==> src/rtl/itof_pipe_pkg.sv <==
// Shared FPU constants and stage payload types for the int-to-float pipeline.
// Also provides the field packer for single-precision results.
package itof_pipe_pkg;

    localparam int FP_BIAS = 127;
    localparam int FP_EW   = 8;
    localparam int FP_MW   = 23;
    localparam int INT_W   = 32;

    localparam logic RM_TRUNC = 1'b0;
    localparam logic RM_NEAR  = 1'b1;

    // Exponent of a value whose leading one sits at bit INT_W-1
    localparam logic [FP_EW-1:0] EXP_MAX = FP_EW'(FP_BIAS + INT_W - 1);

    typedef struct packed {
        logic             s;
        logic             rm;
        logic [INT_W-1:0] mag;
    } s1_t;

    typedef struct packed {
        logic             s;
        logic             rm;
        logic             zero;
        logic [5:0]       lz;
        logic [INT_W-1:0] norm;
    } s2_t;

    function automatic logic [31:0] fp_pack(input logic s,
                                            input logic [FP_EW-1:0] e,
                                            input logic [FP_MW-1:0] f);
        return {s, e, f};
    endfunction

endpackage

==> src/rtl/itof_pipe_if.sv <==
// Operand/result handshake bundle for itof_pipe.
// The inexact flag exists only when ITOF_INEXACT_EN is defined.
interface itof_pipe_if;

    logic [31:0] x;
    logic        rm;
    logic        in_valid;
    logic        in_ready;
    logic [31:0] y;
    logic        out_valid;
    logic        out_ready;

`ifdef ITOF_INEXACT_EN
    logic        inexact;

    modport master (
        output x, rm, in_valid, out_ready,
        input  in_ready, y, out_valid, inexact
    );

    modport slave (
        input  x, rm, in_valid, out_ready,
        output in_ready, y, out_valid, inexact
    );
`else
    modport master (
        output x, rm, in_valid, out_ready,
        input  in_ready, y, out_valid
    );

    modport slave (
        input  x, rm, in_valid, out_ready,
        output in_ready, y, out_valid
    );
`endif

endinterface

==> src/rtl/itof_pipe_lzc32.sv <==
// Combinational leading-zero counter, 32-bit input; returns 32 for an all-zero input.
// Kept standalone so other FPU normalisers can reuse it.
module lzc32 (
    input  logic [31:0] a,
    output logic [5:0]  cnt
);

    // Highest set bit wins because it is visited last
    always_comb begin
        cnt = 6'd32;
        for (int i = 0; i < 32; i++) begin
            if (a[i]) begin
                cnt = 6'(31 - i);
            end
        end
    end

endmodule

==> src/rtl/itof_pipe.sv <==
// Three-stage integer to IEEE-754 single converter with valid/ready on both sides.
// Optional inexact flag output is built when ITOF_INEXACT_EN is defined.
module itof_pipe
    import itof_pipe_pkg::*;
#(
    parameter bit SIGNED = 1'b1
) (
    input logic        clk,
    input logic        rstn,
    itof_pipe_if.slave bus
);

    logic v1, v2, v3;
    logic ld1, ld2, ld3;

    s1_t s1_d, s1_q;
    s2_t s2_d, s2_q;

    logic             sgn;
    logic [5:0]       lz;
    logic             g;
    logic             round_up;
    logic [FP_MW:0]   frac_sum;
    logic [FP_EW-1:0] e_base;
    logic [FP_EW-1:0] e_fin;
    logic [31:0]      y_d;
    logic [31:0]      y_q;
    logic             norm_unused;

    // A stage may load when it is empty or its content moves on this edge
    assign ld3 = !v3 || bus.out_ready;
    assign ld2 = !v2 || ld3;
    assign ld1 = !v1 || ld2;

    assign bus.in_ready  = ld1;
    assign bus.out_valid = v3;
    assign bus.y         = y_q;

    // S1: sign/magnitude split; -0x80000000 wraps back to 0x80000000 as wanted
    assign sgn = SIGNED && bus.x[31];

    always_comb begin
        s1_d.s   = sgn;
        s1_d.rm  = bus.rm;
        s1_d.mag = sgn ? -bus.x : bus.x;
    end

    // S2: normalise so the leading one lands on bit 31
    lzc32 u_lzc (
        .a   (s1_q.mag),
        .cnt (lz)
    );

    always_comb begin
        s2_d.s    = s1_q.s;
        s2_d.rm   = s1_q.rm;
        s2_d.zero = (s1_q.mag == '0);
        s2_d.lz   = lz;
        s2_d.norm = s1_q.mag << lz;
    end

    // S3: round and pack; a fraction carry bumps the exponent and leaves zeros behind
    always_comb begin
        g        = s2_q.norm[7];
        round_up = (s2_q.rm == RM_NEAR) && g;
        frac_sum = {1'b0, s2_q.norm[30:8]} + {{FP_MW{1'b0}}, round_up};
        e_base   = EXP_MAX - {2'b00, s2_q.lz};
        e_fin    = e_base + {{(FP_EW-1){1'b0}}, frac_sum[FP_MW]};
        y_d      = s2_q.zero ? '0 : fp_pack(s2_q.s, e_fin, frac_sum[FP_MW-1:0]);
    end

`ifdef ITOF_INEXACT_EN
    logic inx_d;
    logic inx_q;

    assign inx_d       = (g || (|s2_q.norm[6:0])) && !s2_q.zero;
    assign bus.inexact = inx_q;
    assign norm_unused = s2_q.norm[31];

    always_ff @(posedge clk) begin
        if (!rstn) begin
            inx_q <= 1'b0;
        end else if (ld3 && v2) begin
            inx_q <= inx_d;
        end
    end
`else
    assign norm_unused = ^{s2_q.norm[31], s2_q.norm[6:0]};
`endif

    always_ff @(posedge clk) begin
        if (!rstn) begin
            v1  <= 1'b0;
            v2  <= 1'b0;
            v3  <= 1'b0;
            y_q <= '0;
        end else begin
            if (ld1) v1 <= bus.in_valid;
            if (ld2) v2 <= v1;
            if (ld3) v3 <= v2;
            if (ld3 && v2) y_q <= y_d;
        end
    end

    // Payload registers only move under their valid, so they need no reset
    always_ff @(posedge clk) begin
        if (ld1 && bus.in_valid) s1_q <= s1_d;
        if (ld2 && v1)           s2_q <= s2_d;
    end

endmodule

==> src/flat_wrapper.sv <==
// flat-port wrapper written by rule: the top's interface ports become plain ports
module itof_pipe_flat import itof_pipe_pkg::*;
#(
    parameter bit SIGNED = 1'b1
)
  (clk, rstn, bus_x, bus_rm, bus_in_valid, bus_out_ready, bus_in_ready, bus_y, bus_out_valid);
  itof_pipe_if bus_i ();
  input logic clk;
  input logic rstn;
  input wire logic [$bits(bus_i.x)-1:0] bus_x;
  input wire logic [$bits(bus_i.rm)-1:0] bus_rm;
  input wire logic [$bits(bus_i.in_valid)-1:0] bus_in_valid;
  input wire logic [$bits(bus_i.out_ready)-1:0] bus_out_ready;
  output wire logic [$bits(bus_i.in_ready)-1:0] bus_in_ready;
  output wire logic [$bits(bus_i.y)-1:0] bus_y;
  output wire logic [$bits(bus_i.out_valid)-1:0] bus_out_valid;
  assign bus_i.x = bus_x;
  assign bus_i.rm = bus_rm;
  assign bus_i.in_valid = bus_in_valid;
  assign bus_i.out_ready = bus_out_ready;
  assign bus_in_ready = bus_i.in_ready;
  assign bus_y = bus_i.y;
  assign bus_out_valid = bus_i.out_valid;
  itof_pipe #(.SIGNED(SIGNED)) u_core (.clk(clk), .rstn(rstn), .bus(bus_i));
endmodule
==> config.mk <==
export PLATFORM = sky130hd
export DESIGN_NAME = itof_pipe_flat
export DESIGN_NICKNAME = d
export VERILOG_FILES = /design/src/rtl/itof_pipe_pkg.sv /design/src/rtl/itof_pipe_if.sv /design/src/rtl/itof_pipe_lzc32.sv /design/src/rtl/itof_pipe.sv /design/src/flat_wrapper.sv
export SDC_FILE = /design/constraint.sdc
export NUM_CORES = 1
export LEC_CHECK = 0
export CAP_MARGIN = 25
export CORE_UTILIZATION = 50
export CTS_CLUSTER_DIAMETER = 120
export DETAILED_ROUTE_END_ITERATION = 7
export PLACE_DENSITY = 0.74
export SYNTH_ARGS = -nofsm -noshare
export SYNTH_HDL_FRONTEND = slang
export SYNTH_HIERARCHICAL = 1
export SYNTH_SLANG_ARGS = --single-unit
==> constraint.sdc <==
create_clock -name clk -period 9.8 [get_ports clk]
set_clock_uncertainty 0.15 [all_clocks]
set_input_delay 1.47 -clock clk [delete_from_list [all_inputs] [get_ports clk]]
set_output_delay 1.47 -clock clk [all_outputs]
set_load 0.02 [all_outputs]
## Yosys cells after proc, flatten, opt, wreduce, memory -nomap -nowiden

Index checks and enable logic that the tools add are counted.

- $add $sub $neg: 4
- Shift operators: 1
- Multiplexer cells: 34
- Reduce and logical (&&, ||, !) cells: 11

Operators by type and width:

| cell | count |
|---|---|
| two-way mux 6 bit | 32 |
| zero test 32 bit | 1 |
| two-way mux 32 bit | 1 |
| negator 32 bit | 1 |
| left shift 32 x 6 -> 31 bit | 1 |
| two-way mux 31 bit | 1 |
| adder 23 x 1 -> 24 bit | 1 |
| adder 8 x 1 -> 8 bit | 1 |
| subtractor 8 x 6 -> 8 bit (first input constant) | 1 |
| logical AND 1 bit | 4 |
| zero test 1 bit | 3 |
| logical OR 1 bit | 3 |

- Bits in registers: 109
- Bits of input ports: 37
- Output and inout port bits: 34
- Logic and storage cells: 63

## Depth between registers and ports, before layout

- Depth after elaboration: 33
- Depth in mapped cells: 13
- Gate-level depth less buffers: 11

## Hierarchy

Netlist, hierarchy kept.

By module, submodules not included:

| module | times used | cells an instance | area each (um^2) | seq. area each (um^2) |
|---|---|---|---|---|
| itof_pipe | 1 | 622 | 6377.4 | 2712.6 |
| lzc32 | 1 | 65 | 367.9 | 0.0 |

## Worst setup path before layout

OpenSTA, ideal clock, no wires.

- Kind: input-to-reg
- Start: input bus_out_ready
- End: register u_core.s2_q (netlist bit u_core/g), enable pin
- Library setup time: 0.474 ns
- Arrival: 4.002 ns
- Data required time: 9.176 ns
- Setup slack: 5.174 ns
- Cell stages on the path: 2
- Buffers on the path: 0
- Cell sequence: nor2b_1 > a21boi_0

- Cells in the longest elaborated chain, start to end: 3

Ends and longest elaborated chain:

| item | line | text |
|---|---|---|
| start, declared | flat_wrapper.sv:13 | `input wire logic [$bits(bus_i.out_ready)-1:0] bus_out_ready;` |
| logical OR 1 bit | itof_pipe.sv:31 | `assign ld3 = !v3 \|\| bus.out_ready;` |
| logical OR 1 bit | itof_pipe.sv:32 | `assign ld2 = !v2 \|\| ld3;` |
| logical AND 1 bit | itof_pipe.sv:108 | `if (ld2 && v1) s2_q <= s2_d;` |
| end signal, assigned | itof_pipe.sv:108 |  |
| end, declared | itof_pipe.sv:17 | `s2_t s2_d, s2_q;` |

No other way between the ends.
A chain may end at the register's enable or synchronous reset.

## Final worst setup path

- Start: input bus_out_ready
- End: output bus_in_ready

- Cells in the longest elaborated chain, start to end: 3

Ends and longest elaborated chain:

| item | line | text |
|---|---|---|
| logical OR 1 bit | itof_pipe.sv:31 |  |
| logical OR 1 bit | itof_pipe.sv:32 |  |
| logical OR 1 bit | itof_pipe.sv:33 | `assign ld1 = !v1 \|\| ld2;` |
| end, declared | flat_wrapper.sv:14 | `output wire logic [$bits(bus_i.in_ready)-1:0] bus_in_ready;` |

No other way between the ends.

==> run summary <==
setup repair after global routing missed its margin -> false
Antenna Cells -> 0
overall track demand over capacity in global routing -> 23.92%
Max-cap violations -> 0
placement row count -> 42
pin count of the biggest net entering global routing -> 61
result of the run -> finished clean
synthesis-to-layout area growth -> 17.60%
core region area -> 13190 um^2
synthesized cell area -> 6745 um^2
crit-path cells -> clkdlybuf4s50_1 > nor2b_1 > nand3_1 > clkdlybuf4s50_1
flip-flop cell with the highest count after synthesis -> sky130_fd_sc_hd__edfxtp_1
Die Span X -> 118.2 um
CP startpoint kind -> input port
Hold Vio Cnt, Final -> 0
remaining global-route overflow -> 0
deepest level of the CTS H-tree -> 3
area fraction of the dominant cell type after synthesis -> 29.83%
cell family with the largest share of critical-path delay -> buffers and inverters
most used cells in the layout excluding fill and tap cells -> sky130_fd_sc_hd__clkdlybuf4s50_1, sky130_fd_sc_hd__edfxtp_1, sky130_fd_sc_hd__nand2_1
Resized Gates After CTS -> 0
total negative slack -> 0 ns
clock tree from TritonCTS -> done
fraction of final layout cells sized beyond drive strength 1 -> 11.86%
cell chosen for the clock root -> sky130_fd_sc_hd__clkbuf_16
vias after detailed routing -> 5658
leakage power of the design -> 2.529 nW
count of hold buffers inserted by post-cts repair -> 0
part of the Yosys area used for sequential elements -> 40.22%
data required time of the worst path -> 8.18 ns
placer's final routability congestion estimate -> 0.9306
cells taking the most area after synthesis -> sky130_fd_sc_hd__edfxtp_1, sky130_fd_sc_hd__dfxtp_1, sky130_fd_sc_hd__xnor2_1
Slowest cell on crit path -> sky130_fd_sc_hd__clkdlybuf4s50_1
average instance area after synthesis -> 9.818 um^2
drt first-iter violations -> 528
number of enable-type register cells in the synthesized netlist -> 67
vertical die dimension -> 118.2 um
post-detailed-route count of antenna-violating nets -> 0
clk slew on worst S/H paths -> 0.07 ns
routed wirelength normalized by instance count -> 18.02 um
Worst Path Arrival -> 3.02 ns
Max Slew Vio Count -> 0
number of top-level pins -> 71
routed via count divided by cell count -> 6.163
clk_lat worst skew -> 0.34 ns
crit path buf inv count -> 2
class of the worst hold path -> reg2reg
cts bufs inserted -> 9
worst stage delay on the critical path -> 0.56 ns
time the final worst path needs with I/O delays and setup -> 4.645 ns
most used cell along the critical path -> sky130_fd_sc_hd__clkdlybuf4s50_1
Post CTS Setup Buffer Count -> 0
Synthesized Nets -> 729
Synth cell types -> 73
Worst-Margin Slew -> 0.7884 ns
synthesized instance count -> 687
capturing element type of the critical path -> output pin
initial antenna violation count -> 0
Pwr per Cell Area -> 144.9 nW/um^2
Max IR drop VDD -> 0.0001097 V
overall routed net length -> 16540 um
most common cell after layout, fill and taps aside -> sky130_fd_sc_hd__clkdlybuf4s50_1
start-to-end type of the worst setup path -> in2out
async set-or-reset flop fraction in the synthesized netlist -> 0%
number of sinks on the clock net -> 102
period utilisation layout -> 47.39%
final count of negative-setup-slack endpoints -> 0
post-route non-filler standard cell count -> 918
Detail Placement HPWL -> 12280 um
Placed Cells -> 901
floorplan die area -> 13960 um^2
port bufs -> 70
DRC violation count after routing -> 0
number of buffers on the longest clock path -> 2
via count of the first global-routing pass -> 5361
f_max -> 0.2153 GHz
DP Worst Slack -> 5.175 ns
wire length of the first global-routing pass -> 26710 um
slew margin rel. -> 46.08%
# nets final -> 779
post-synthesis sequential element count -> 102
warnings from Yosys -> 6
effective utilization at floorplan -> 51.14%
critical path fanouts, max -> 6
first-pass detailed-route iteration total -> 5
final critical-path setup slack -> 5.155 ns
library cell with the largest summed area after synthesis -> sky130_fd_sc_hd__edfxtp_1
-- routing by layer --
| metal | wire [um] | track usage (%) | share of wire, % |
|---|---|---|---|
| met1 | 6861 | 28.30 | 41 |
| met4 | 670 | 12.26 | 4.1 |
| met2 | 8192 | 41.80 | 50 |
| met3 | 817 | 3.861 | 4.9 |
| met5 | 0 | 0 | 0 |
-- stage by stage --
step                power [mW]  hold WS (ns)  util (%)  cell area, um^2
floorplan               0.7219        0.2503         -             6745
global placement        0.8086        0.2531     57.84             7629
detailed placement      0.8144        0.2562     57.84             7629
CTS                      1.151        0.2737     59.99             7913
global route             1.199        0.2889     60.14             7933
finish                   1.150        0.2713     60.14             7933
-- layout make-up --
class | count | area [um^2]
Fill cell | 1153 | 5258
Multi-Input combinational cell | 531 | 3879
Sequential cell | 102 | 2713
Timing Repair Buffer | 80 | 788.3
Clock buffer | 9 | 225.2
Tap cell | 176 | 220.2
Clock inverter | 7 | 58.81
Inverter | 13 | 48.80
-- flip-flops by register name, indices dropped and copies added, names as in the netlist --
signal / cells
u_core/s2_q: 32
u_core/g: 1
u_core/bus.out_valid: 1
u_core/s1_q: 34
u_core/bus.y: 32
u_core/v1: 1
u_core/v2: 1
-- power breakdown --
part / total, mW / switching [mW] / internal [mW]
Clock: 0.339 / 0.163 / 0.176
Combinational: 0.265 / 0.142 / 0.123
Sequential: 0.545 / 0.0465 / 0.498
-- Yosys cell counts, types with 8 or more instances --
cell type,number
sky130_fd_sc_hd__a211oi_1,11
sky130_fd_sc_hd__a21oi_1,26
sky130_fd_sc_hd__a22oi_1,13
sky130_fd_sc_hd__clkbuf_1,28
sky130_fd_sc_hd__dfxtp_1,35
sky130_fd_sc_hd__edfxtp_1,67
sky130_fd_sc_hd__inv_1,12
sky130_fd_sc_hd__mux2_2,21
sky130_fd_sc_hd__mux2i_1,36
sky130_fd_sc_hd__mux4_2,10
sky130_fd_sc_hd__nand2_1,53
sky130_fd_sc_hd__nand2b_1,11
sky130_fd_sc_hd__nand3_1,13
sky130_fd_sc_hd__nor2_1,43
sky130_fd_sc_hd__nor2b_1,22
sky130_fd_sc_hd__nor3_1,20
sky130_fd_sc_hd__nor4_1,23
sky130_fd_sc_hd__o21ai_0,36
sky130_fd_sc_hd__o31ai_1,10
sky130_fd_sc_hd__xnor2_1,47
sky130_fd_sc_hd__xor2_1,8
-- final timing paths --
path                        start         endpoint  slack (ns)  cells past startpoint
setup / recovery    bus_out_ready     bus_in_ready        5.16                      4
hold / removal    u_core/s1_q[33]  u_core/s2_q[40]        0.27                      0
setup reg to reg   u_core/s1_q[0]  u_core/s2_q[30]        5.83                     11
hold reg to reg   u_core/s1_q[33]  u_core/s2_q[40]        0.27                      0
-- worst reg2reg max path, stage by stage, from the launching register on --
cell	delay (ns)
sky130_fd_sc_hd__edfxtp_1	0.55
sky130_fd_sc_hd__nor3b_1	0.25
sky130_fd_sc_hd__nor3_1	0.08
sky130_fd_sc_hd__o31ai_1	0.29
sky130_fd_sc_hd__o2111ai_1	0.23
sky130_fd_sc_hd__a221oi_4	0.25
sky130_fd_sc_hd__buf_4	0.44
sky130_fd_sc_hd__mux4_2	0.67
sky130_fd_sc_hd__and4b_1	0.25
sky130_fd_sc_hd__a31oi_1	0.15
sky130_fd_sc_hd__o21ai_0	0.10
sky130_fd_sc_hd__or3_1	0.31
-- kinds of logic (layout without fill, tap and decap cells) --
logic type | count (synthesis) | in the layout | share of synthesized area, %
AOI/OAI and AO/OA | 159 | 159 | 16.47
DFF | 102 | 102 | 40.22
buffers and inverters | 54 | 109 | 3.227
adders and majority gates | 5 | 5 | 0.9275
muxes | 67 | 67 | 12.19
and+or+nand+nor | 245 | 245 | 19.83
xor gates and xnor gates | 55 | 55 | 7.142
Note: power is estimated with default switching activity, not from simulation.
